<file path="config.mk">
export PLATFORM = sky130hd
export DESIGN_NAME = spectrum_rx_flat
export DESIGN_NICKNAME = d
export VERILOG_FILES = /design/src/rtl/spectrum_rx_if.sv /design/src/rtl/spectrum_rx.sv /design/src/flat_wrapper.sv
export SDC_FILE = /design/constraint.sdc
export NUM_CORES = 1
export LEC_CHECK = 0
export ABC_AREA = 1
export CAP_MARGIN = 10
export CORE_MARGIN = 1.5
export CORE_UTILIZATION = 40
export DETAILED_ROUTE_END_ITERATION = 12
export PLACE_DENSITY_LB_ADDON = 0.05
export SLEW_MARGIN = 20
export SYNTH_ARGS = -nofsm -noshare
export SYNTH_HDL_FRONTEND = slang
export SYNTH_SLANG_ARGS = --single-unit
</file>
<file path="constraint.sdc">
create_clock -name IFCLK -period 6.8 [get_ports IFCLK]
set_clock_uncertainty 0.05 [all_clocks]
set_input_delay 1.02 -clock IFCLK [delete_from_list [all_inputs] [get_ports IFCLK]]
set_output_delay 1.02 -clock IFCLK [all_outputs]
set_load 0.02 [all_outputs]
</file>
<file path="src/rtl/spectrum_rx_if.sv">
// Host-side FIFO read bus of the spectrum receiver.
// master = host logic, slave = spectrum_rx.
interface spectrum_rx_if #(
  parameter int DEPTH = 16
);
  logic                     rd_en;
  logic [15:0]              dout;
  logic                     empty;
  logic [$clog2(DEPTH):0]   level;
  logic                     overflow;
  logic                     clr_ovf;

  modport master (
    output rd_en, clr_ovf,
    input  dout, empty, level, overflow
  );

  modport slave (
    input  rd_en, clr_ovf,
    output dout, empty, level, overflow
  );
endinterface

</file>
<file path="src/rtl/spectrum_rx.sv">
// Atlas-bus spectrum link receiver: BCLK/LRCLK framed serial words into a DEPTH x 16 FIFO.
// Optional SPECTRUM_RX_ERRCNT_EN adds a saturating err_count output.
module spectrum_rx #(
  parameter int DEPTH    = 16,
  parameter int HEADROOM = 4,
  parameter int TIMEOUT  = 255
) (
  input  logic IFCLK,
  input  logic reset_n,
  input  logic BCLK,
  input  logic LRCLK,
  input  logic SPEC_DATA,
  output logic SPEC_FULL,
  spectrum_rx_if.slave host
`ifdef SPECTRUM_RX_ERRCNT_EN
  ,
  output logic [7:0] err_count
`endif
);
  localparam int AW = $clog2(DEPTH);
  localparam int TW = $clog2(TIMEOUT + 1);

  typedef enum logic [2:0] {IDLE, ARM, SHIFT, PUSH, WAITHI} state_t;

  state_t          state_reg, state_next;
  logic [2:0]      sync1_reg, sync2_reg;
  logic            bclk_hist_reg;
  logic            lr_prev_reg;
  logic [15:0]     sr_reg;
  logic [3:0]      bitcnt_reg;
  logic [TW-1:0]   tcnt_reg;
  logic [AW-1:0]   wr_ptr_reg, rd_ptr_reg;
  logic [AW:0]     level_reg;
  logic            full_flag_reg;
  logic            overflow_reg;
  logic [15:0]     mem [DEPTH];

  logic brise, lr_s, data_s, abort, push, drop, pop, fifo_full;

  // Bits: [2]=BCLK, [1]=LRCLK, [0]=SPEC_DATA
  always_ff @(posedge IFCLK or negedge reset_n) begin
    if (!reset_n) begin
      sync1_reg     <= 3'b111;
      sync2_reg     <= 3'b111;
      bclk_hist_reg <= 1'b1;
    end else begin
      sync1_reg     <= {BCLK, LRCLK, SPEC_DATA};
      sync2_reg     <= sync1_reg;
      bclk_hist_reg <= sync2_reg[2];
    end
  end

  assign brise     = sync2_reg[2] & ~bclk_hist_reg;
  assign lr_s      = sync2_reg[1];
  assign data_s    = sync2_reg[0];
  assign fifo_full = (level_reg == (AW+1)'(DEPTH));
  assign push      = (state_reg == PUSH) && !fifo_full;
  assign drop      = (state_reg == PUSH) && fifo_full;
  assign pop       = host.rd_en && (level_reg != '0);

  always_ff @(posedge IFCLK or negedge reset_n) begin
    if (!reset_n) state_reg <= IDLE;
    else          state_reg <= state_next;
  end

  always_comb begin
    state_next = state_reg;
    abort      = 1'b0;
    case (state_reg)
      IDLE:   if (brise && !lr_s && lr_prev_reg) state_next = ARM;
      ARM:    state_next = SHIFT;
      SHIFT: begin
        if (tcnt_reg == TW'(TIMEOUT)) begin
          abort      = 1'b1;
          state_next = IDLE;
        end else if (brise) begin
          if (lr_s) begin
            abort      = 1'b1;
            state_next = IDLE;
          end else if (bitcnt_reg == 4'd15) begin
            state_next = PUSH;
          end
        end
      end
      PUSH:   state_next = WAITHI;
      WAITHI: if (lr_s) state_next = IDLE;
      default: state_next = IDLE;
    endcase
  end

  // lr_prev resets low so a word already in flight at reset is never picked up mid-frame
  always_ff @(posedge IFCLK or negedge reset_n) begin
    if (!reset_n) begin
      lr_prev_reg <= 1'b0;
      sr_reg      <= '0;
      bitcnt_reg  <= '0;
      tcnt_reg    <= '0;
    end else begin
      if (brise) lr_prev_reg <= lr_s;
      if (state_reg == ARM) begin
        sr_reg     <= '0;
        bitcnt_reg <= '0;
        tcnt_reg   <= '0;
      end else if (state_reg == SHIFT) begin
        if (brise) begin
          tcnt_reg <= '0;
          if (!lr_s) begin
            sr_reg     <= {sr_reg[14:0], data_s};
            bitcnt_reg <= bitcnt_reg + 4'd1;
          end
        end else begin
          tcnt_reg <= tcnt_reg + TW'(1);
        end
      end
    end
  end

  always_ff @(posedge IFCLK) begin
    if (push) mem[wr_ptr_reg] <= sr_reg;
  end

  always_ff @(posedge IFCLK or negedge reset_n) begin
    if (!reset_n) begin
      wr_ptr_reg    <= '0;
      rd_ptr_reg    <= '0;
      level_reg     <= '0;
      overflow_reg  <= 1'b0;
      full_flag_reg <= 1'b1;
    end else begin
      if (push) wr_ptr_reg <= wr_ptr_reg + AW'(1);
      if (pop)  rd_ptr_reg <= rd_ptr_reg + AW'(1);
      case ({push, pop})
        2'b10:   level_reg <= level_reg + (AW+1)'(1);
        2'b01:   level_reg <= level_reg - (AW+1)'(1);
        default: level_reg <= level_reg;
      endcase
      if (drop)              overflow_reg <= 1'b1;
      else if (host.clr_ovf) overflow_reg <= 1'b0;
      // Only refreshed between words so the transmitter sees a stable throttle per word
      if (state_reg == IDLE && lr_s)
        full_flag_reg <= (level_reg >= (AW+1)'(DEPTH - HEADROOM));
    end
  end

  assign SPEC_FULL     = full_flag_reg;
  assign host.empty    = (level_reg == '0);
  assign host.level    = level_reg;
  assign host.overflow = overflow_reg;
  assign host.dout     = (level_reg == '0) ? 16'h0000 : mem[rd_ptr_reg];

`ifdef SPECTRUM_RX_ERRCNT_EN
  logic [7:0] err_count_reg;
  logic       err_evt;
  assign err_evt = abort | drop;

  always_ff @(posedge IFCLK or negedge reset_n) begin
    if (!reset_n)
      err_count_reg <= '0;
    else if (host.clr_ovf)
      err_count_reg <= err_evt ? 8'd1 : 8'd0;
    else if (err_evt && err_count_reg != 8'hFF)
      err_count_reg <= err_count_reg + 8'd1;
  end

  assign err_count = err_count_reg;
`endif
endmodule

</file>
<file path="src/flat_wrapper.sv">
// flat-port wrapper written by rule: the top's interface ports become plain ports
module spectrum_rx_flat 
#(
  parameter int DEPTH    = 16,
  parameter int HEADROOM = 4,
  parameter int TIMEOUT  = 255
)
  (IFCLK, reset_n, BCLK, LRCLK, SPEC_DATA, SPEC_FULL, host_rd_en, host_clr_ovf, host_dout, host_empty, host_level, host_overflow);
  spectrum_rx_if #(.DEPTH(DEPTH)) host_i ();
  input  logic IFCLK;
  input  logic reset_n;
  input  logic BCLK;
  input  logic LRCLK;
  input  logic SPEC_DATA;
  output logic SPEC_FULL;
  input wire logic [$bits(host_i.rd_en)-1:0] host_rd_en;
  input wire logic [$bits(host_i.clr_ovf)-1:0] host_clr_ovf;
  output wire logic [$bits(host_i.dout)-1:0] host_dout;
  output wire logic [$bits(host_i.empty)-1:0] host_empty;
  output wire logic [$bits(host_i.level)-1:0] host_level;
  output wire logic [$bits(host_i.overflow)-1:0] host_overflow;
  assign host_i.rd_en = host_rd_en;
  assign host_i.clr_ovf = host_clr_ovf;
  assign host_dout = host_i.dout;
  assign host_empty = host_i.empty;
  assign host_level = host_i.level;
  assign host_overflow = host_i.overflow;
  spectrum_rx #(.DEPTH(DEPTH), .HEADROOM(HEADROOM), .TIMEOUT(TIMEOUT)) u_core (.IFCLK(IFCLK), .reset_n(reset_n), .BCLK(BCLK), .LRCLK(LRCLK), .SPEC_DATA(SPEC_DATA), .SPEC_FULL(SPEC_FULL), .host(host_i));
endmodule
</file>
# Yosys cells after proc, flatten, opt, wreduce, memory -nomap -nowiden
# Memories as Yosys holds them, arrays and structs flattened.
# Index checks and enable logic that the tools add are counted.
dict set report op_classes {
  n_addsub 6
  multipliers 0
  div 0
  n_lt_le_gt_ge 1
  n_eq_ne 14
  shifts 0
  n_mux 24
  n_bitwise 2
  n_reduce_logical 17
}
# op count
set ops {}
lappend ops {{2-to-1 mux 16 bit} 5}
lappend ops {{2-to-1 mux 8 bit} 3}
lappend ops {{2-to-1 mux 3 bit} 6}
lappend ops {{2-to-1 mux 4 bit} 4}
lappend ops {{case mux 3 bit (5 select lines)} 1}
lappend ops {{adder 4 x 1 -> 4 bit, second input constant} 3}
lappend ops {{case mux 5 bit (2 select lines)} 1}
lappend ops {{adder 8 x 1 -> 8 bit, second input constant} 1}
lappend ops {{== test 8 bit, second input constant} 1}
lappend ops {{nonzero test 2 bit} 4}
lappend ops {{== test 3 x 2 -> 1 bit, second input constant} 2}
lappend ops {{logical AND 1 bit} 6}
lappend ops {{adder 5 x 1 -> 5 bit, second input constant} 1}
lappend ops {{== test 5 bit, second input constant} 1}
lappend ops {{>= comparator 5 x 4 -> 1 bit, second input constant} 1}
lappend ops {{logical NOT 5 bit} 1}
lappend ops {{nonzero test 5 bit} 1}
lappend ops {{subtractor 5 x 1 -> 5 bit, second input constant} 1}
lappend ops {{== test 4 bit, second input constant} 1}
lappend ops {{2-to-1 mux 1 bit} 4}
lappend ops {{inequality test 2 x 1 -> 1 bit, second input constant} 2}
lappend ops {{inequality test 4 x 1 -> 1 bit, second input constant} 1}
lappend ops {{AND reduction 4 bit} 1}
lappend ops {{== test 3 x 1 -> 1 bit, second input constant} 1}
lappend ops {{10 further kinds} 11}
dict set report totals {
  regBits 54
  latch_bits 0
  ramBits 256
  mem_bits_ro 0
  in_bits 7
  out_inout_bits 24
  wordCells 78
  mem_count 1
}
# name words width read_ports rd_clocked_by_memory_dff write_ports line_no
set memory_table {}
lappend memory_table {u_core.mem 16 16 1 0 1 spectrum_rx.sv:36} ;# logic [15:0] mem [DEPTH];

# Logic depth before layout (Yosys ltp)
# Gate-level depths: netlist of run 1.
dict set report logic_depth {
  depth_word 6
  ltp_mapped 17
  mapped_depth_nobuf 16
}

# Worst setup path after synthesis of run 1
# Ideal clock, no wire load.
dict set report synth_path {
  path_kind {reg2out}
  from {register u_core.level_reg[0] (netlist: u_core.host.level[0])}
  to {output port host_dout[10]}
  t_arrival_ns 1.411
  required_ns 5.730
  slack_ns 4.319
  stages_incl_launch_ff 6
  n_path_buf 1
  cell_sequence {dfrtp_1 inv_1 nand4_2 clkbuf_1 nand2_1 nor2_1}
}
dict set report synth_between {
  elab_chain_cells 2
}
# element line_no
set synth_rtl {}
lappend synth_rtl {{start: declaration} spectrum_rx.sv:33} ;# logic [AW:0] level_reg;
lappend synth_rtl {{start signal: assignment} spectrum_rx.sv:133} ;# 2'b10: level_reg <= level_reg + (AW+1)'(1);
lappend synth_rtl {{start signal: assignment} spectrum_rx.sv:134} ;# 2'b01: level_reg <= level_reg - (AW+1)'(1);
lappend synth_rtl {{start signal: assignment} spectrum_rx.sv:135} ;# default: level_reg <= level_reg;
lappend synth_rtl {{logical NOT 5 bit} spectrum_rx.sv:149} ;# assign host.dout = (level_reg == '0) ? 16'h0000 : mem[rd_ptr_reg];
lappend synth_rtl {{2-to-1 mux 16 bit} spectrum_rx.sv:149}
lappend synth_rtl {{end: declaration} flat_wrapper.sv:18} ;# output wire logic [$bits(host_i.dout)-1:0] host_dout;
# No other way between the ends.

# Worst setup path in the final report of run 1
dict set report layout_path {
  from {register u_core.rd_ptr_reg[2]}
  to {output port host_dout[4]}
}
dict set report layout_between {
  elab_chain_cells 2
}
# element line_no
set layout_rtl {}
lappend layout_rtl {{start: declaration} spectrum_rx.sv:32} ;# logic [AW-1:0] wr_ptr_reg, rd_ptr_reg;
lappend layout_rtl {{start signal: assignment} spectrum_rx.sv:131} ;# if (pop) rd_ptr_reg <= rd_ptr_reg + AW'(1);
lappend layout_rtl {{memory read (16 x 16 bit)} -}
lappend layout_rtl {{2-to-1 mux 16 bit} spectrum_rx.sv:149}
# No other way between the ends.

==> metrics.log, run 1 <==
[metrics] Antenna Nets Post-Route: 0
[metrics] Detail Placement HPWL: 19.6 mm
[metrics] cell with the most instances after synthesis: sky130_fd_sc_hd__nand2_1
[metrics] maximum clock path buffer count: 3
[metrics] cell types with the highest counts after synthesis: sky130_fd_sc_hd__nand2_1, sky130_fd_sc_hd__edfxtp_1, sky130_fd_sc_hd__nand3_1, sky130_fd_sc_hd__a21oi_1, sky130_fd_sc_hd__inv_1
[metrics] TritonRoute pass-1 iters: 5
[metrics] final instance area: 14,700 sq um
[metrics] CTS tree: done
[metrics] number of distinct library cells after synthesis: 31
[metrics] flop and latch count out of synthesis: 310
[metrics] detailed-route via count: about 8,400
[metrics] pins over their slew limit: 0
[metrics] CTS Hold Buffers Added: 0
[metrics] Fin Hold WS: 0.305 ns
[metrics] clock root buffer: sky130_fd_sc_hd__clkbuf_16
[metrics] Cell Pwr Density: approximately 420 nW/um^2
[metrics] WL final: 33.3 mm
[metrics] post-placement cell area: 13,600 sq um
[metrics] largest net degree at the start of global routing: 77
[metrics] gr usage total: 0.205
[metrics] required time at the worst-slack endpoint: 5.73 ns
[metrics] placeable core region: 31,600 sq um
[metrics] fin worst setup slack: 1.85 ns
[metrics] proportion of synthesized chip area in sequential cells: 0.701
[metrics] Max Cap Viol: 0
[metrics] Largest register FFs: ~260
[metrics] Initial Util: 0.408
[metrics] Final Hold Viols: 0
[metrics] global-route wire length before repair: 51.2 mm
[metrics] total global routing overflow: 0
[metrics] unrepaired setup endpoints after global routing: no
[metrics] post-cts repair resize count: 0
[metrics] fmax: 0.202 GHz
[metrics] first-iteration detailed-routing DRC count: around 660
[metrics] crit path launch type: flip-flop
[metrics] post-synthesis net count: ~1,200
[metrics] cell area after synthesis: 12,900 sq um
[metrics] final setup vio count: 0
[metrics] warnings from Yosys: 0
[metrics] largest area contributor in the netlist: sky130_fd_sc_hd__edfxtp_1
[metrics] peak ir drop on the vdd network: 0.188 mV
[metrics] ranking of synthesized cells by area: sky130_fd_sc_hd__edfxtp_1, sky130_fd_sc_hd__nand2_1, sky130_fd_sc_hd__dfrtp_1
[metrics] total clock buffers created by CTS: 36
[metrics] Post-CTS Setup Inserts: 0
[metrics] ANT cells: 0
[metrics] detailed-route wire length per cell: between 20 and 25 um
[metrics] post-placement worst setup slack: 2.36 ns
[metrics] fraction of layout instances using a drive strength above 1: 0.0795
[metrics] final period utilization: 0.727
[metrics] Setup Total Neg Slack: 0 ns
[metrics] area delta synth->final: 14.2%
[metrics] Async SR Flop Fraction: 0.174
[metrics] run status: finished clean
[metrics] buffers added on ports: 30
[metrics] via count of the first global-routing pass: between 8,000 and 9,000
[metrics] Most used DFF post-synth: sky130_fd_sc_hd__edfxtp_1
[metrics] number of vias per cell: 5.13
[metrics] Worst-Margin Slew: 1.03 ns
[metrics] Mapped Cells: around 1,200
[metrics] class of the most critical hold timing path: flip-flop to flip-flop
[metrics] maximum net fanout on the critical path: 32
[metrics] gpl congestion: 0.745
[metrics] DRC: 0
[metrics] clock net sink count: 310
[metrics] H-tree levels: 2
[metrics] final critical delay including setup and external delays: 4.95 ns
[metrics] CP Data Arrival Time: 3.88 ns
[metrics] antenna violations before repair: 0
[metrics] I/O pin total: 31
[metrics] number of nets at the end of the flow: 1,225
[metrics] area fraction of the dominant cell type after synthesis: 0.595
[metrics] Static Leakage: approximately 0.0058 uW
[metrics] source-to-sink clock delay at the later pin of the worst-skew pair: 0.50 ns
[metrics] number of flops mapped to enable cells by yosys: 256
[metrics] post-CTS clock slew at the launch and capture registers of the worst setup and hold paths: 0.05 ns
[metrics] floorplan row count: 65
[metrics] worst rel slew slack: 0.312
[metrics] Chip Width: about 180 um
[metrics] total die area: 33,400 sq um
[metrics] start-to-end type of the worst setup path: flip-flop to output pin
[metrics] Post-Syn Area per Cell: 11.0 sq um
[metrics] nature of the critical path endpoint: output pin
[metrics] y dimension of the die: 183 um
## layer usage
layer | share of wire | GRT usage
met1 | 0.48 | 0.299
met3 | 0.045 | 0.0281
met5 | 0 | 0
met2 | 0.46 | 0.324
met4 | 0.018 | 0.0516
## worst max-delay path: stages, from the launching register on
cell and delay, ns:
sky130_fd_sc_hd__dfrtp_1 0.88, sky130_fd_sc_hd__inv_2 0.37, sky130_fd_sc_hd__nor2_4 0.88, sky130_fd_sc_hd__nand2_1 0.12
sky130_fd_sc_hd__nand3_1 0.13, sky130_fd_sc_hd__a21oi_1 0.07, sky130_fd_sc_hd__nor2_1 0.25, sky130_fd_sc_hd__clkdlybuf4s50_1 0.66
## area by class of cell
cell class	instances	area, sq um
repair buffers	50	445
multi-input cells	743	3340
flip-flops and latches	310	9050
clock inverters	12	153
fillers	2914	16900
inverters	67	254
well taps	402	503
clock buffers	50	996
## power breakdown
part | internal, uW | switching, uW
registers | 2110 | 138
logic | 657 | 1320
clock network | 1170 | 732
total | 3930 | 2190
## per-stage QoR
stage,utilization,std cells,total power [uW]
global route,0.466,1634,6480
detailed placement,0.430,1572,4280
CTS,0.466,1634,6190
global placement,0.430,1572,4280
floorplan,-,1174,3570
finish,0.466,1634,6130
## worst paths after layout
kind / slack [ns] / cells after the start / startpoint / end
setup reg to reg: 3.52 / 16 / u_core.host.level[2] / u_core.host.level[4]
max in group asynchronous: 5.49 / 2 / reset_n / u_core.rd_ptr_reg[0]
hold / removal: 0.31 / 0 / u_core.sync1_reg[2] / u_core.sync2_reg[2]
hold reg to reg: 0.31 / 0 / u_core.sync1_reg[2] / u_core.sync2_reg[2]
setup / recovery: 1.85 / 7 / u_core.rd_ptr_reg[2] / host_dout[4]
min in group asynchronous: 0.62 / 2 / reset_n / u_core.sr_reg[10]
## placed cells by master, fill, tap and decap left out, types with 5 or more instances in the layout
master,n
sky130_fd_sc_hd__nand2_1,404
sky130_fd_sc_hd__edfxtp_1,256
sky130_fd_sc_hd__nand3_1,116
sky130_fd_sc_hd__a21oi_1,88
sky130_fd_sc_hd__inv_1,64
sky130_fd_sc_hd__dfrtp_1,45
sky130_fd_sc_hd__o21ai_0,43
sky130_fd_sc_hd__clkbuf_16,38
sky130_fd_sc_hd__nor2_1,36
sky130_fd_sc_hd__clkdlybuf4s50_1,29
sky130_fd_sc_hd__buf_4,20
sky130_fd_sc_hd__nor2_2,18
sky130_fd_sc_hd__clkbuf_1,12
sky130_fd_sc_hd__ha_1,10
sky130_fd_sc_hd__xor2_1,8
sky130_fd_sc_hd__dfstp_2,8
sky130_fd_sc_hd__clkinv_1,6
sky130_fd_sc_hd__o31ai_1,5
## cells by family after synthesis
logic type / Yosys count / share of synthesized area
adder cells (fa/ha/maj): 10 / 0.00969
buffers and inverters: 121 / 0.0433
AO/OA/AOI/OAI: 141 / 0.0562
AND/OR/NAND/NOR: 583 / 0.184
XOR/XNOR: 9 / 0.00610
flip-flops: 310 / 0.701
Note: power is estimated with default switching activity, not from simulation.
==> inputs of run 2 (changes only) <==
Clock period 6.8 ns to 5.1 ns, I/O delays scaled along.
==> metrics.log, run 2 (synthesized netlist as in run 1, its figures left out) <==
[metrics] floorplan row count: 65 (unchanged)
[metrics] I/O pin total: 31 (unchanged)
[metrics] CP Data Arrival Time: 3.49 ns (was 3.88 ns)
[metrics] first-iteration detailed-routing DRC count: 603 (was 661)
[metrics] total die area: 33,400 sq um (unchanged)
[metrics] y dimension of the die: 183 um (unchanged)
[metrics] Cell Pwr Density: 552 nW/um^2 (was 415 nW/um^2)
[metrics] nature of the critical path endpoint: output pin (unchanged)
[metrics] maximum net fanout on the critical path: 58 (was 32)
[metrics] final period utilization: 0.844
[metrics] Detail Placement HPWL: 19.9 mm (was 19.6 mm)
[metrics] Worst-Margin Slew: 1.08 ns (was 1.03 ns)
[metrics] number of vias per cell: 5.13 (about the same)
[metrics] Chip Width: 183 um (unchanged)
[metrics] maximum clock path buffer count: 3 (unchanged)
[metrics] clock net sink count: 310 (unchanged)
[metrics] commonest cells after routing, fill and taps aside: sky130_fd_sc_hd__nand2_1, sky130_fd_sc_hd__edfxtp_1, sky130_fd_sc_hd__nand3_1 (unchanged)
[metrics] Setup Total Neg Slack: 0 ns (unchanged)
[metrics] start-to-end type of the worst setup path: flip-flop to output pin (unchanged)
[metrics] fmax: around 0.23 GHz
[metrics] Post-CTS Setup Inserts: 0 (unchanged)
[metrics] Antenna Nets Post-Route: 0 (unchanged)
[metrics] total global routing overflow: 0 (unchanged)
[metrics] Fin Hold WS: 0.304 ns (was 0.305 ns)
[metrics] Max Cap Viol: 0 (unchanged)
[metrics] required time at the worst-slack endpoint: 4.28 ns (was 5.73 ns)
[metrics] detailed-route via count: 8,385 (was 8,376)
[metrics] post-route non-filler standard cell count: 1,636 (was 1,634)
[metrics] clock root buffer: sky130_fd_sc_hd__clkbuf_16 (unchanged)
[metrics] post-cts repair resize count: 0 (unchanged)
[metrics] DRC: 0 (unchanged)
[metrics] Initial Util: 0.408 (unchanged)
[metrics] Static Leakage: 0.00580 uW (was 0.00577 uW)
[metrics] class of the most critical hold timing path: flip-flop to flip-flop (unchanged)
[metrics] final setup vio count: 0 (unchanged)
[metrics] gr usage total: 0.210 (was 0.205)
[metrics] detailed-route wire length per cell: 20.7 um (was 20.4 um)
[metrics] pins over their slew limit: 0 (unchanged)
[metrics] antenna violations before repair: 0 (unchanged)
[metrics] commonest non-fill, non-tap cell in the layout: sky130_fd_sc_hd__nand2_1 (unchanged)
[metrics] post-CTS clock slew at the launch and capture registers of the worst setup and hold paths: 0.05 ns (about the same)
[metrics] source-to-sink clock delay at the later pin of the worst-skew pair: 0.51 ns (was 0.50 ns)
[metrics] total placed cells including tap cells: 1,571 (was 1,572)
[metrics] H-tree levels: 2 (unchanged)
[metrics] count of fill cells added during filler insertion: 2,901 (was 2,914)
[metrics] worst rel slew slack: 0.276 (was 0.312)
[metrics] number of nets at the end of the flow: 1,224 (was 1,225)
[metrics] area delta synth->final: 14.6% (was 14.2%)
[metrics] crit path launch type: flip-flop (unchanged)
[metrics] buffers added on ports: 30 (unchanged)
[metrics] WL final: 33.9 mm (was 33.3 mm)
[metrics] fraction of layout instances using a drive strength above 1: 0.0883 (was 0.0795)
[metrics] unrepaired setup endpoints after global routing: no (unchanged)
[metrics] run status: finished clean (unchanged)
[metrics] Final Hold Viols: 0 (unchanged)
[metrics] largest net degree at the start of global routing: 59 (was 77)
[metrics] peak ir drop on the vdd network: 0.252 mV (was 0.188 mV)
[metrics] global-route wire length before repair: 51.7 mm (was 51.2 mm)
[metrics] Largest register FFs: 256 (unchanged)
[metrics] gpl congestion: 0.787 (was 0.745)
[metrics] CTS tree: done (unchanged)
[metrics] CTS Hold Buffers Added: 0 (unchanged)
[metrics] final critical delay including setup and external delays: between 4 and 5 ns
[metrics] final core utilization: 0.468 (was 0.466)
[metrics] total clock buffers created by CTS: 36 (unchanged)
[metrics] via count of the first global-routing pass: 8,377 (was 8,242)
[metrics] ANT cells: 0 (unchanged)
[metrics] placeable core region: 31,600 sq um (unchanged)
[metrics] TritonRoute pass-1 iters: 5 (unchanged)
-- run 2: cell types whose count changed in the layout (fill, tap and decap cells not counted), sizes merged --
cell and change:
bufinv -1, clkbuf -4, inv +2, buf -1, clkinv +6
-- run 2: final cells by class --
| class | instances | area, sq um | area share |
|---|---|---|---|
| Clock buffer | 46 | 990 | 0.0669 |
| Clock inverter | 19 | 178 | 0.0120 |
| Inverter | 67 | 254 | 0.0172 |
| Multi-Input combinational cell | 743 | 3370 | 0.228 |
| Sequential cell | 310 | 9050 | 0.612 |
| Tap cell | 402 | 503 | 0.0340 |
| Timing Repair Buffer | 49 | 450 | 0.0304 |
-- run 2: worst paths after layout --
kind	startpoint	to	slack, ns	cells after the start
hold reg to reg	u_core.sync1_reg[2]	u_core.sync2_reg[2]	0.30	0
hold / removal	u_core.sync1_reg[2]	u_core.sync2_reg[2]	0.30	0
max in group asynchronous	reset_n	u_core.rd_ptr_reg[0]	4.11	2
setup reg to reg	u_core.host.level[2]	u_core.host.level[4]	1.83	16
setup / recovery	u_core.rd_ptr_reg[0]	host_dout[12]	0.80	9
min in group asynchronous	reset_n	u_core.sr_reg[11]	0.34	2
-- run 2: metrics by stage --
| stage | setup slack (ns) | cell area (sq um) | power, uW |
|---|---|---|---|
| final | 0.797 | 14800 | 8180 |
| after global routing | 0.568 | 14800 | 8640 |
| after CTS | 0.778 | 14800 | 8270 |
| after detailed placement | 1.33 | 13600 | 5720 |
| after global placement | 1.30 | 13600 | 5720 |
| after floorplan | 2.77 | 12900 | 4750 |
-- run 2: critical path: stages (launching register included) --
cell	delay, ns
sky130_fd_sc_hd__dfrtp_4	0.70
sky130_fd_sc_hd__inv_4	0.57
sky130_fd_sc_hd__buf_12	0.33
sky130_fd_sc_hd__nand2_1	0.09
sky130_fd_sc_hd__nand3_1	0.07
sky130_fd_sc_hd__nand3_1	0.11
sky130_fd_sc_hd__nand3_1	0.10
sky130_fd_sc_hd__nand2_1	0.06
sky130_fd_sc_hd__nor2_1	0.16
sky130_fd_sc_hd__clkdlybuf4s50_1	0.65
-- run 2: metal layers --
metal | routed length [um] | vias up | global-route usage | share of wire
li1 | - | 4068 | - | -
met1 | 15400 | 4079 | 0.288 | 0.45
met2 | 16200 | 194 | 0.349 | 0.48
met3 | 1440 | 44 | 0.0289 | 0.043
met4 | 803 | 0 | 0.0621 | 0.024
met5 | 0 | - | 0 | 0
-- run 2: report_power, final --
group | total, uW | internal, uW | switching (uW) | leakage (uW)
logic | 2660 | 890 | 1770 | 0.00217
registers | 2980 | 2810 | 174 | 0.00304
clock network | 2530 | 1530 | 1000 | 0.000584
total | 8180 | 5230 | 2950 | 0.00580
